## src/rtl/sdma_multi_ch_req_ctrl.sv

```systemverilog
// Per-channel SDMA request controller: tracks RX FIFO fill level, issues burst/single
// requests, and keeps sticky completion and overflow interrupts for each channel.
module sdma_multi_ch_req_ctrl #(
    parameter int unsigned NUM_CH = 4,
    parameter int unsigned DEPTH  = 256,
    parameter int unsigned BURST  = 64,
    localparam int unsigned CW    = $clog2(DEPTH + 1)
) (
    input  logic                 WB_CLK,
    input  logic                 WB_RST,
    input  logic [NUM_CH-1:0]    ch_en_i,
    input  logic [NUM_CH-1:0]    push_i,
    input  logic [NUM_CH-1:0]    flush_i,
    input  logic [NUM_CH-1:0]    SDMA_Active_i,
    input  logic [NUM_CH-1:0]    SDMA_Done_i,
    input  logic [NUM_CH-1:0]    intr_clr_i,
    output logic [NUM_CH-1:0]    SDMA_Req_o,
    output logic [NUM_CH-1:0]    SDMA_Sreq_o,
    output logic [NUM_CH*CW-1:0] level_o,
    output logic [NUM_CH-1:0]    dma_intr_o,
    output logic [NUM_CH-1:0]    ovf_intr_o
);

    typedef enum logic [1:0] {
        StIdle,
        StReqB,
        StReqS,
        StAct
    } state_e;

    for (genvar c = 0; c < NUM_CH; c++) begin : g_ch
        state_e        state_q;
        logic [CW-1:0] level_q;
        logic [CW-1:0] level_d;
        logic [CW-1:0] level_inc;
        logic [CW-1:0] xfer;
        logic [CW-1:0] dec;
        logic          size_burst_q;
        logic          req_q;
        logic          sreq_q;
        logic          dma_q;
        logic          ovf_q;
        logic          at_full;
        logic          inc;
        logic          in_req;
        logic          complete;

        always_comb begin
            at_full   = (level_q == CW'(DEPTH));
            inc       = push_i[c] && !at_full;
            xfer      = size_burst_q ? CW'(BURST) : CW'(1);
            in_req    = (state_q == StReqB) || (state_q == StReqS);
            // Accept and completion in the same cycle count as a finished transfer.
            complete  = SDMA_Done_i[c] && ((state_q == StAct) || (in_req && SDMA_Active_i[c]));
            level_inc = level_q + CW'(inc);
            dec       = complete ? xfer : '0;
            level_d   = (level_inc >= dec) ? (level_inc - dec) : '0;
        end

        always_ff @(posedge WB_CLK) begin
            if (WB_RST) begin
                state_q      <= StIdle;
                level_q      <= '0;
                size_burst_q <= 1'b0;
                req_q        <= 1'b0;
                sreq_q       <= 1'b0;
                dma_q        <= 1'b0;
                ovf_q        <= 1'b0;
            end else begin
                level_q <= level_d;
                dma_q   <= complete || (dma_q && !intr_clr_i[c]);
                ovf_q   <= (push_i[c] && at_full) || (ovf_q && !intr_clr_i[c]);
                unique case (state_q)
                    StIdle: begin
                        if (ch_en_i[c] && (level_q >= CW'(BURST))) begin
                            state_q      <= StReqB;
                            req_q        <= 1'b1;
                            size_burst_q <= 1'b1;
                        end else if (ch_en_i[c] && flush_i[c] && (level_q != '0)) begin
                            state_q      <= StReqS;
                            sreq_q       <= 1'b1;
                            size_burst_q <= 1'b0;
                        end
                    end
                    StReqB, StReqS: begin
                        // An accepted request proceeds even if the channel is disabled that cycle.
                        if (SDMA_Active_i[c]) begin
                            state_q <= SDMA_Done_i[c] ? StIdle : StAct;
                            req_q   <= 1'b0;
                            sreq_q  <= 1'b0;
                        end else if (!ch_en_i[c]) begin
                            state_q <= StIdle;
                            req_q   <= 1'b0;
                            sreq_q  <= 1'b0;
                        end
                    end
                    StAct: begin
                        if (SDMA_Done_i[c]) begin
                            state_q <= StIdle;
                        end
                    end
                    default: begin
                        state_q <= StIdle;
                        req_q   <= 1'b0;
                        sreq_q  <= 1'b0;
                    end
                endcase
            end
        end

        assign SDMA_Req_o[c]          = req_q;
        assign SDMA_Sreq_o[c]         = sreq_q;
        assign dma_intr_o[c]          = dma_q;
        assign ovf_intr_o[c]          = ovf_q;
        assign level_o[c*CW +: CW]    = level_q;
    end

endmodule
```

## config.mk

```make
export PLATFORM = sky130hd
export DESIGN_NAME = sdma_multi_ch_req_ctrl
export DESIGN_NICKNAME = d
export VERILOG_FILES = /design/src/rtl/sdma_multi_ch_req_ctrl.sv
export SDC_FILE = /design/constraint.sdc
export NUM_CORES = 1
export LEC_CHECK = 0
export CAP_MARGIN = 20
export CORE_MARGIN = 3
export CORE_UTILIZATION = 40
export CTS_BUF_LIST = sky130_fd_sc_hd__clkbuf_2
export DETAILED_ROUTE_END_ITERATION = 8
export RECOVER_POWER = 50
export SETUP_SLACK_MARGIN = 0.1
export SLEW_MARGIN = 20
export SYNTH_ARGS = -nofsm -noshare
export SYNTH_HDL_FRONTEND = slang
export SYNTH_SLANG_ARGS = --single-unit
```

## constraint.sdc

```tcl
create_clock -name WB_CLK -period 3.5 [get_ports WB_CLK]
set_clock_uncertainty 0.1 [all_clocks]
set_input_delay 0.875 -clock WB_CLK [delete_from_list [all_inputs] [get_ports WB_CLK]]
set_output_delay 0.875 -clock WB_CLK [all_outputs]
set_load 0.02 [all_outputs]
```

# Word-level counts from Yosys, hierarchy flattened
# Cells that the tools add are included.
# word_totals
register_bits	64
out_inout_bits	52
# op_classes
n_addsub	8
magnitude_cmp	8
eq_ne	40
n_mux	72
bitwise_logic	4
reduce_logical	100
# op_table
operator	n
7-bit two-way mux	8
2-bit two-way mux	24
9-bit by 1-bit adder with 9-bit output	4
9-bit equality test (second input constant)	4
9-bit by 7-bit greater-or-equal comparator with 1-bit output	4
9-bit by 7-bit greater-or-equal comparator with 1-bit output (second input constant)	4
1-bit logical AND	36
9-bit nonzero test	4
9-bit by 7-bit subtractor with 9-bit output	4
2-bit inequality test (second input constant)	16
1-bit two-way mux	28
3-bit inequality test (second input constant)	8
2-bit case mux with 3 select lines	4
3-bit AND reduction	8
2-bit equality test (second input constant)	8
1-bit logical OR	16
1-bit case mux with 2 select lines	8
4-bit AND reduction	4
2-bit nonzero test	8
2-bit OR reduction	8
2-bit by 1-bit equality test with 1-bit output (second input constant)	4
1-bit zero test	8
2-bit zero test	4
2-bit AND reduction	4
1-bit NOT	4

# Longest topological paths before layout
# Gate-level depths: netlist of run 1.
# depth
word_depth	9
mapped_depth	15
ltp_nobuf	13

# Worst setup path before layout of run 1
# Ideal clock, no wire load.
# synth_timing
path_type	flip-flop to flip-flop
from	reg g_ch[2].level_q[3]
to	reg g_ch[2].level_q[8]
t_arrival_ns	3.185
required_time_ns	3.258
setup_slack_ns	0.073
stages_incl_launch_ff	16
n_path_buf	2
path_cell_list	dfxtp_1 -> buf_2 -> nor4_1 -> and2_1 -> a31oi_1 -> ha_1 -> ha_1 -> buf_2 -> nand3_1 -> nor2_1 -> xor2_1 -> ha_1 -> a21boi_0 -> a2111oi_0 -> and3_1 -> nor3_1
# synth_between
elab_chain_cells	7
elab_cells_between_ends	8
cone_classes	add/sub: 2; order compare: 1; eq/ne: 1; bitwise: 1; reduce/logical: 3
# synth_rtl
item	line	text
start: declaration	33	logic [CW-1:0] level_q;
start signal: assignment	70	level_q <= level_d;
9-bit equality test	49	at_full = (level_q == CW'(DEPTH));
1-bit zero test	50	inc = push_i[c] && !at_full;
1-bit logical AND	50	
9-bit by 1-bit adder with 9-bit output *	55	level_inc = level_q + CW'(inc);
9-bit by 7-bit greater-or-equal comparator with 1-bit output	57	level_d = (level_inc >= dec) ? (level_inc - dec) : '0;
1-bit NOT (no line)	n/a	
2-bit OR reduction (no line)	n/a	
# Every way passes the cells marked *; elsewhere a longest branch is shown, timed or not.
# A chain may end at the register's enable or synchronous reset.

# Worst setup path after layout of run 1
# layout_timing
from	reg g_ch[0].level_q[1]
to	reg g_ch[0].level_q[8]
# layout_between
elab_chain_cells	7
elab_cells_between_ends	8
cone_classes	add/sub: 2; order compare: 1; eq/ne: 1; bitwise: 1; reduce/logical: 3
# layout_rtl
item	line
start: declaration	33
start signal: assignment	70
9-bit equality test	49
1-bit zero test	50
1-bit logical AND	50
9-bit by 1-bit adder with 9-bit output *	55
9-bit by 7-bit greater-or-equal comparator with 1-bit output	57
1-bit NOT (no line)	n/a
2-bit OR reduction (no line)	n/a
# Marked as above.

==> results of run 1 <==
==> registers in the layout (all words and copies together), names as in the netlist <==
name / cells
g_ch.size_burst_q: 4
g_ch.level_q: 36
g_ch.state_q: 8
g_ch.dma_q: 4
g_ch.sreq_q: 4
g_ch.ovf_q: 4
g_ch.req_q: 4
==> power breakdown <==
group / switching, W / internal [W] / total [W]
Combinational: 0.00168 / 0.00143 / 0.00312
Sequential: 0.000222 / 0.000960 / 0.00118
Clock: 0.000300 / 0.000164 / 0.000464
Total: 0.00220 / 0.00256 / 0.00476
==> layer usage <==
layer,up-vias,share of wire (%)
li1,2531,-
met1,2362,47
met2,105,47
met3,16,4.4
met4,0,1.3
met5,-,0
==> repair_timing <==
action / CTS / global route
endpoints found under the setup margin: 0 / 13
gates resized for setup: 0 / 6
setup buffers: 0 / 0
==> synthesized netlist by cell type, drive strengths merged (5+ instances only) <==
cell / n / share of area (%)
a311oi: 6 / 1.2
nor4: 7 / 1.0
buf: 35 / 4.9
nor3b: 6 / 1.1
and2: 11 / 1.4
nor4b: 5 / 0.89
o211ai: 10 / 1.5
or3: 7 / 0.99
dfxtp: 64 / 26
a211oi: 13 / 2.0
nand3b: 6 / 0.91
ha: 32 / 8.1
and3: 10 / 1.4
a21boi: 7 / 1.1
nor2b: 7 / 0.89
nand2: 37 / 2.8
nor3: 38 / 4.1
clkbuf: 11 / 0.84
a22oi: 6 / 0.91
nor2: 47 / 3.6
nand2b: 13 / 1.6
nand3: 25 / 2.6
or2: 5 / 0.63
inv: 43 / 3.3
o21a: 7 / 1.1
a21oi: 25 / 2.5
nand4: 11 / 1.4
o21ai: 19 / 1.9
xnor2: 22 / 3.9
a31oi: 13 / 1.6
a41oi: 5 / 0.89
xor2: 18 / 3.2
==> logic make-up (layout without fill, tap and decap cells) <==
| group | Yosys count | in the layout | share of synthesized area (%) |
|---|---|---|---|
| simple gates | 246 | 246 | 27.3 |
| compound gates | 151 | 151 | 22.4 |
| buf+inv | 89 | 228 | 8.97 |
| flops | 64 | 64 | 25.9 |
| xor+xnor | 40 | 40 | 7.09 |
| fa+ha+maj | 32 | 32 | 8.11 |
| mux | 1 | 1 | 0.203 |
==> critical path, delay by kind of cell (launching register included) <==
kind / cells / cell delay [ns]
buffers and inverters: 1 / 0.16
xor gates and xnor gates: 1 / 0.14
adders and majority gates: 3 / 0.72
and+or+nand+nor: 7 / 1.31
AOI/OAI and AO/OA: 2 / 0.32
DFF: 1 / 0.42
==> through the flow <==
step                      util [%]  hold slack [ns]  power, W  area [um^2]
after CTS                     54.8            0.386   0.00483         6440
after global routing          55.0            0.399   0.00521         6460
after detailed placement      53.8            0.360   0.00433         6330
after global placement        53.8            0.354   0.00426         6330
final                         55.0            0.373   0.00476         6460
after floorplan                  -            0.337   0.00323         4950
==> cells in the final DEF, fill, tap and decap left out, types with 18 or more instances in the layout <==
cell type / count
o21ai_0: 19
nand2_1: 37
xnor2_1: 22
a21oi_1: 25
clkdlybuf4s50_1: 42
nor2_1: 47
inv_1: 43
ha_1: 32
xor2_1: 18
buf_4: 90
nand3_1: 24
nor3_1: 37
dlygate4sd3_1: 34
dfxtp_1: 63
==> layout make-up <==
type / instances / area [um^2]
Fill cell: 1108 / 5300
Multi-Input combinational cell: 470 / 3240
Timing Repair Buffer: 169 / 1450
Sequential cell: 64 / 1280
Tap cell: 164 / 205
Inverter: 43 / 161
Clock inverter: 7 / 71.3
Clock buffer: 9 / 45.0
==> path summary, 6_finish.rpt <==
kind              depth (start not counted)                from  slack, ns            endpoint
setup / recovery                         14  g_ch[0].level_q[1]       0.29  g_ch[0].level_q[8]
setup reg to reg                         14  g_ch[0].level_q[1]       0.29  g_ch[0].level_q[8]
hold reg to reg                           2       g_ch[3].dma_q       0.37       g_ch[3].dma_q
hold / removal                            2       g_ch[3].dma_q       0.37       g_ch[3].dma_q
==> reports/results.ini, run 1 <==
[outcome]
status=finished, final reports clean

[sta]
layout_setup_ws_ns=0.291
drv_slew=0
finalCritPeriodShare_pct=91.7
rsz0062_at_grt=true
setup_viol=0
relSlewSlack_pct=48.8
tns_ns=0
final.min_clock_period_ns=3.21
hold_viol=0
fmax_mhz=312
worst_pin_slew_ns=0.758

[cts]
cts_tree=done
cts-root-buf=clkbuf_2
clk_latency_ns=0.53
cts_made_buffers=9
cts.sinks=64
hold_buffers=0
h-tree-depth=3
clkSlewWorstSetupHoldPaths_ns=0.20
clock_tree.buffer_depth=2

[global_routing]
grt_usage_pct=20.4
grt_busiest_layer=met2
met2_usage_pct=34.6
grt_max_degree=29
antenna_found_initial=0
grt_overflow=0
grt_util_met1_pct=25.7
grt_pass1_vias=4929
grt_pass1_wl_um=22600
grtUsageMet3_pct=4.99

[floorplan]
start_util_pct=42.0
coreArea_um2=11800
die_y_um=117
num_rows=39
die_w_um=117
die_area_um2=13700
ios=78

[worst_setup_path]
setup.worst_path.end_class=register
slowest_stage=dfxtp_2
worstPathMaxFanout=7
slowest_delay_ns=0.42
worstSetupPathType=reg -> reg
worstSetupStartpointType=register
critical_path_arrival_ns=3.60
crit_chain=nor4_4, and2_1, a31oi_1, ha_1, ha_1, nand2_1, nor2_1, xor2_1, ha_1, nand4_1, or4_1, a31o_1, buf_4, nor3_4
crit_top_cell=ha_1
critPathRequiredTime_ns=3.89

[job]
drv_cap=0

[logic_synthesis]
synth_edf_count=0
syn_avg_cell_area_um2=7.93
syn_inst=623
synth_fp_nets=681
async_flop_share_pct=0
yosysWarnings=0
synth_ff_type=dfxtp_1
ys_types=70
ys_ff_latch=64
netlist_area_um2=4940
yosysSeqAreaShare_pct=25.9

[final_layout]
fin_nets=815
drive_gt1_share_pct=17.5
area_growth_pct=30.8
n_antenna_cell=0
final_cells=926

[detailed_routing]
antenna_left=0
drtIter0Drc=233
drc=0
wirelength_um=13300
viasPerCell=5.41
drtPass1Iterations=5
num_vias=5014
wire_per_inst_um=14.4

[pwr]
total_leakage_power_nw=2.66
power_density_nw_per_um2=737
vdd_drop_max_mv=0.380

[placed_design]
dp_cells=910
port_buffers=77
dpl.hpwl_um=10500
gp_congestion=0.934
pre_cts_ws_ns=-0.225

[hold_path]
hp-class=reg -> reg

Note: power is estimated with default switching activity, not from simulation.
==> run 2: changes to the inputs <==
--- a/config.mk
+++ b/config.mk
@@ -10,6 +10,7 @@
 export CORE_UTILIZATION = 40
 export CTS_BUF_LIST = sky130_fd_sc_hd__clkbuf_2
 export DETAILED_ROUTE_END_ITERATION = 8
+export DONT_BUFFER_PORTS = 1
 export RECOVER_POWER = 50
 export SETUP_SLACK_MARGIN = 0.1
 export SLEW_MARGIN = 20
==> run 2 against run 1 <==
Against the previous run:
- sequential share of layout area up 3.6 points
- power shrank 5.3%
- die area did not move
- critical endpoint is now g_ch[2].level_q[6]
==> reports/results.ini, run 2 (synthesized netlist as in run 1, its figures left out) <==
[sta]
hold_viol=0  ; unchanged
drv_slew=0  ; unchanged
setup_viol=0  ; unchanged
worst_pin_slew_ns=0.694  ; was 0.758 ns
final.min_clock_period_ns=3.24  ; was 3.21 ns
relSlewSlack_pct=53.1  ; was 48.8%
fmax_mhz=309  ; was 312 MHz
finalCritPeriodShare_pct=92.5  ; was 91.7%
rsz0062_at_grt=true  ; unchanged
tns_ns=0  ; unchanged
layout_setup_ws_ns=0.262  ; was 0.291 ns

[final_layout]
layout_common_cells=dfxtp_1 (63), nor2_1 (46), inv_1 (43)  ; was buf_4 (90), dfxtp_1 (63), nor2_1 (47)
top_regs=g_ch.level_q: 36 flops, g_ch.state_q: 8 flops  ; unchanged
fillerInstances=1178  ; was 1108
n_antenna_cell=0  ; unchanged
regMostFlops=g_ch.level_q  ; unchanged
drive_gt1_share_pct=14.1  ; was 17.5%
final_common_cell=dfxtp_1  ; was buf_4
largest_reg_flops=36  ; unchanged
area_growth_pct=10.7  ; was 30.8%
fin_nets=699  ; was 815

[detailed_routing]
viasPerCell=5.66  ; was 5.41
wl_met2_um=5930  ; was 6340 um
topRoutingLayerUsed=met4  ; unchanged
wirelength_um=13100  ; was 13300 um
wire_per_inst_um=16.2  ; was 14.4 um
met1_length_um=5960  ; was 6240 um
antenna_left=0  ; unchanged
num_vias=4587  ; was 5014
drtPass1Iterations=5  ; unchanged
route.met3.wl_um=940  ; was 591 um
drtIter0Drc=254  ; was 233
drc=0  ; unchanged

[floorplan]
die_y_um=117  ; unchanged
coreArea_um2=11800  ; unchanged
start_util_pct=42.0  ; unchanged
die_w_um=117  ; unchanged
num_rows=39  ; unchanged
ios=78  ; unchanged
die_area_um2=13700  ; unchanged

[worst_setup_path]
worstSetupPathType=reg -> reg  ; unchanged
worstPathMaxFanout=7  ; unchanged
critical_path_arrival_ns=3.60  ; about the same
setup.worst_path.end_class=register  ; unchanged
crit_family=simple AND/OR/NAND/NOR gates  ; unchanged
crit_chain=nor4_4, and2_0, a31oi_1, ha_1, ha_1, inv_1, ha_2, or4b_2, o31ai_1, a21boi_2, xor2_1, nor2_1  ; was nor4_4, and2_1, a31oi_1, ha_1, ha_1, nand2_1, nor2_1, xor2_1, ha_1, nand4_1, or4_1, a31o_1, buf_4, nor3_4
cp_num_buf_inv=1  ; unchanged
slowest_stage=or4b_2  ; was dfxtp_2
slowest_delay_ns=0.58  ; was 0.42 ns
crit_top_cell=ha_1  ; unchanged
worstSetupStartpointType=register  ; unchanged
critPathRequiredTime_ns=3.86  ; was 3.89 ns
r2r-start=g_ch[2].level_q[0]  ; was g_ch[0].level_q[1]
startpoint=g_ch[2].level_q[0]  ; was g_ch[0].level_q[1]

[hold_path]
worstHoldStart=WB_RST  ; was g_ch[3].dma_q
hp-class=in -> reg  ; was reg -> reg

[global_routing]
grt_overflow=0  ; unchanged
grt_pass1_wl_um=20800  ; was 22600 um
grt_pass1_vias=4291  ; was 4929
antenna_found_initial=0  ; unchanged
grt_usage_pct=19.0  ; was 20.4%
grt_max_degree=49  ; was 29

[cts]
clk_latency_ns=0.55  ; was 0.53 ns
cts_tree=done  ; unchanged
cts-root-buf=clkbuf_2  ; unchanged
h-tree-depth=3  ; unchanged
clock_tree.buffer_depth=2  ; unchanged
cts_made_buffers=9  ; unchanged
cts.sinks=64  ; unchanged
hold_buffers=0  ; unchanged
clkSlewWorstSetupHoldPaths_ns=0.21  ; was 0.20 ns

[placed_design]
port_buffers=0  ; was 77
pre_cts_ws_ns=0.0592  ; was -0.225 ns
gp_congestion=0.956  ; was 0.934
dpl.hpwl_um=9790  ; was 10500 um

[job]
drv_cap=0  ; unchanged

[pwr]
vdd_drop_max_mv=0.495  ; was 0.380 mV
power_density_nw_per_um2=825  ; was 737 nW/um^2
total_leakage_power_nw=2.10  ; was 2.66 nW

[outcome]
status=finished, final reports clean  ; unchanged

run 2: worst register-to-register path: cells and delay by family, from the launching register on:
kind | cells | cell delay, ns
AOI/OAI and AO/OA | 3 | 0.50
adders and majority gates | 3 | 0.80
xor gates and xnor gates | 1 | 0.16
buffers and inverters | 1 | 0.09
and+or+nand+nor | 4 | 1.11
DFF | 1 | 0.38
run 2: area by class of cell:
type                            instances  area (um^2)  area share (%)
Multi-Input combinational cell        470         3300            60.4
Sequential cell                        64         1280            23.5
Timing Repair Buffer                   53          349            6.39
Tap cell                              164          205            3.75
Inverter                               43          161            2.95
Clock inverter                          7          119            2.17
Clock buffer                            9         45.0           0.824
run 2: per-stage QoR:
| step | hold WS (ns) | util, % | instance area, um^2 | std cells | power, W |
|---|---|---|---|---|---|
| after global routing | 0.180 | 46.5 | 5470 | 810 | 0.00488 |
| final | 0.257 | 46.5 | 5470 | 810 | 0.00451 |
| after CTS | 0.175 | 46.0 | 5410 | 807 | 0.00446 |
| after detailed placement | 0.380 | 44.6 | 5250 | 791 | 0.00382 |
| after global placement | 0.369 | 44.6 | 5250 | 791 | 0.00377 |
| after floorplan | 0.337 | - | 4950 | 623 | 0.00323 |
run 2: final timing paths:
check / slack, ns / cells past startpoint / to
max: 0.26 / 12 / g_ch[2].level_q[6]
min: 0.26 / 1 / g_ch[1].dma_q
max reg2reg: 0.26 / 12 / g_ch[2].level_q[6]
min reg2reg: 0.39 / 2 / g_ch[1].state_q[0]
run 2: repair_timing:
item | in CTS | in global routing
setup buffers | 0 | 3
gates resized for setup | 0 | 18
setup endpoints to repair | 0 | 29
run 2: metal layers:
metal,track usage [%],vias up
met1,24.7,2147
met2,29.5,123
met5,0,-
met3,6.38,21
li1,-,2296
met4,6.80,0
run 2: report_power, final:
part,internal (W),switching [W],total (W)
Sequential,0.000960,0.000274,0.00123
Combinational,0.00107,0.00160,0.00266
Clock,0.000308,0.000308,0.000616
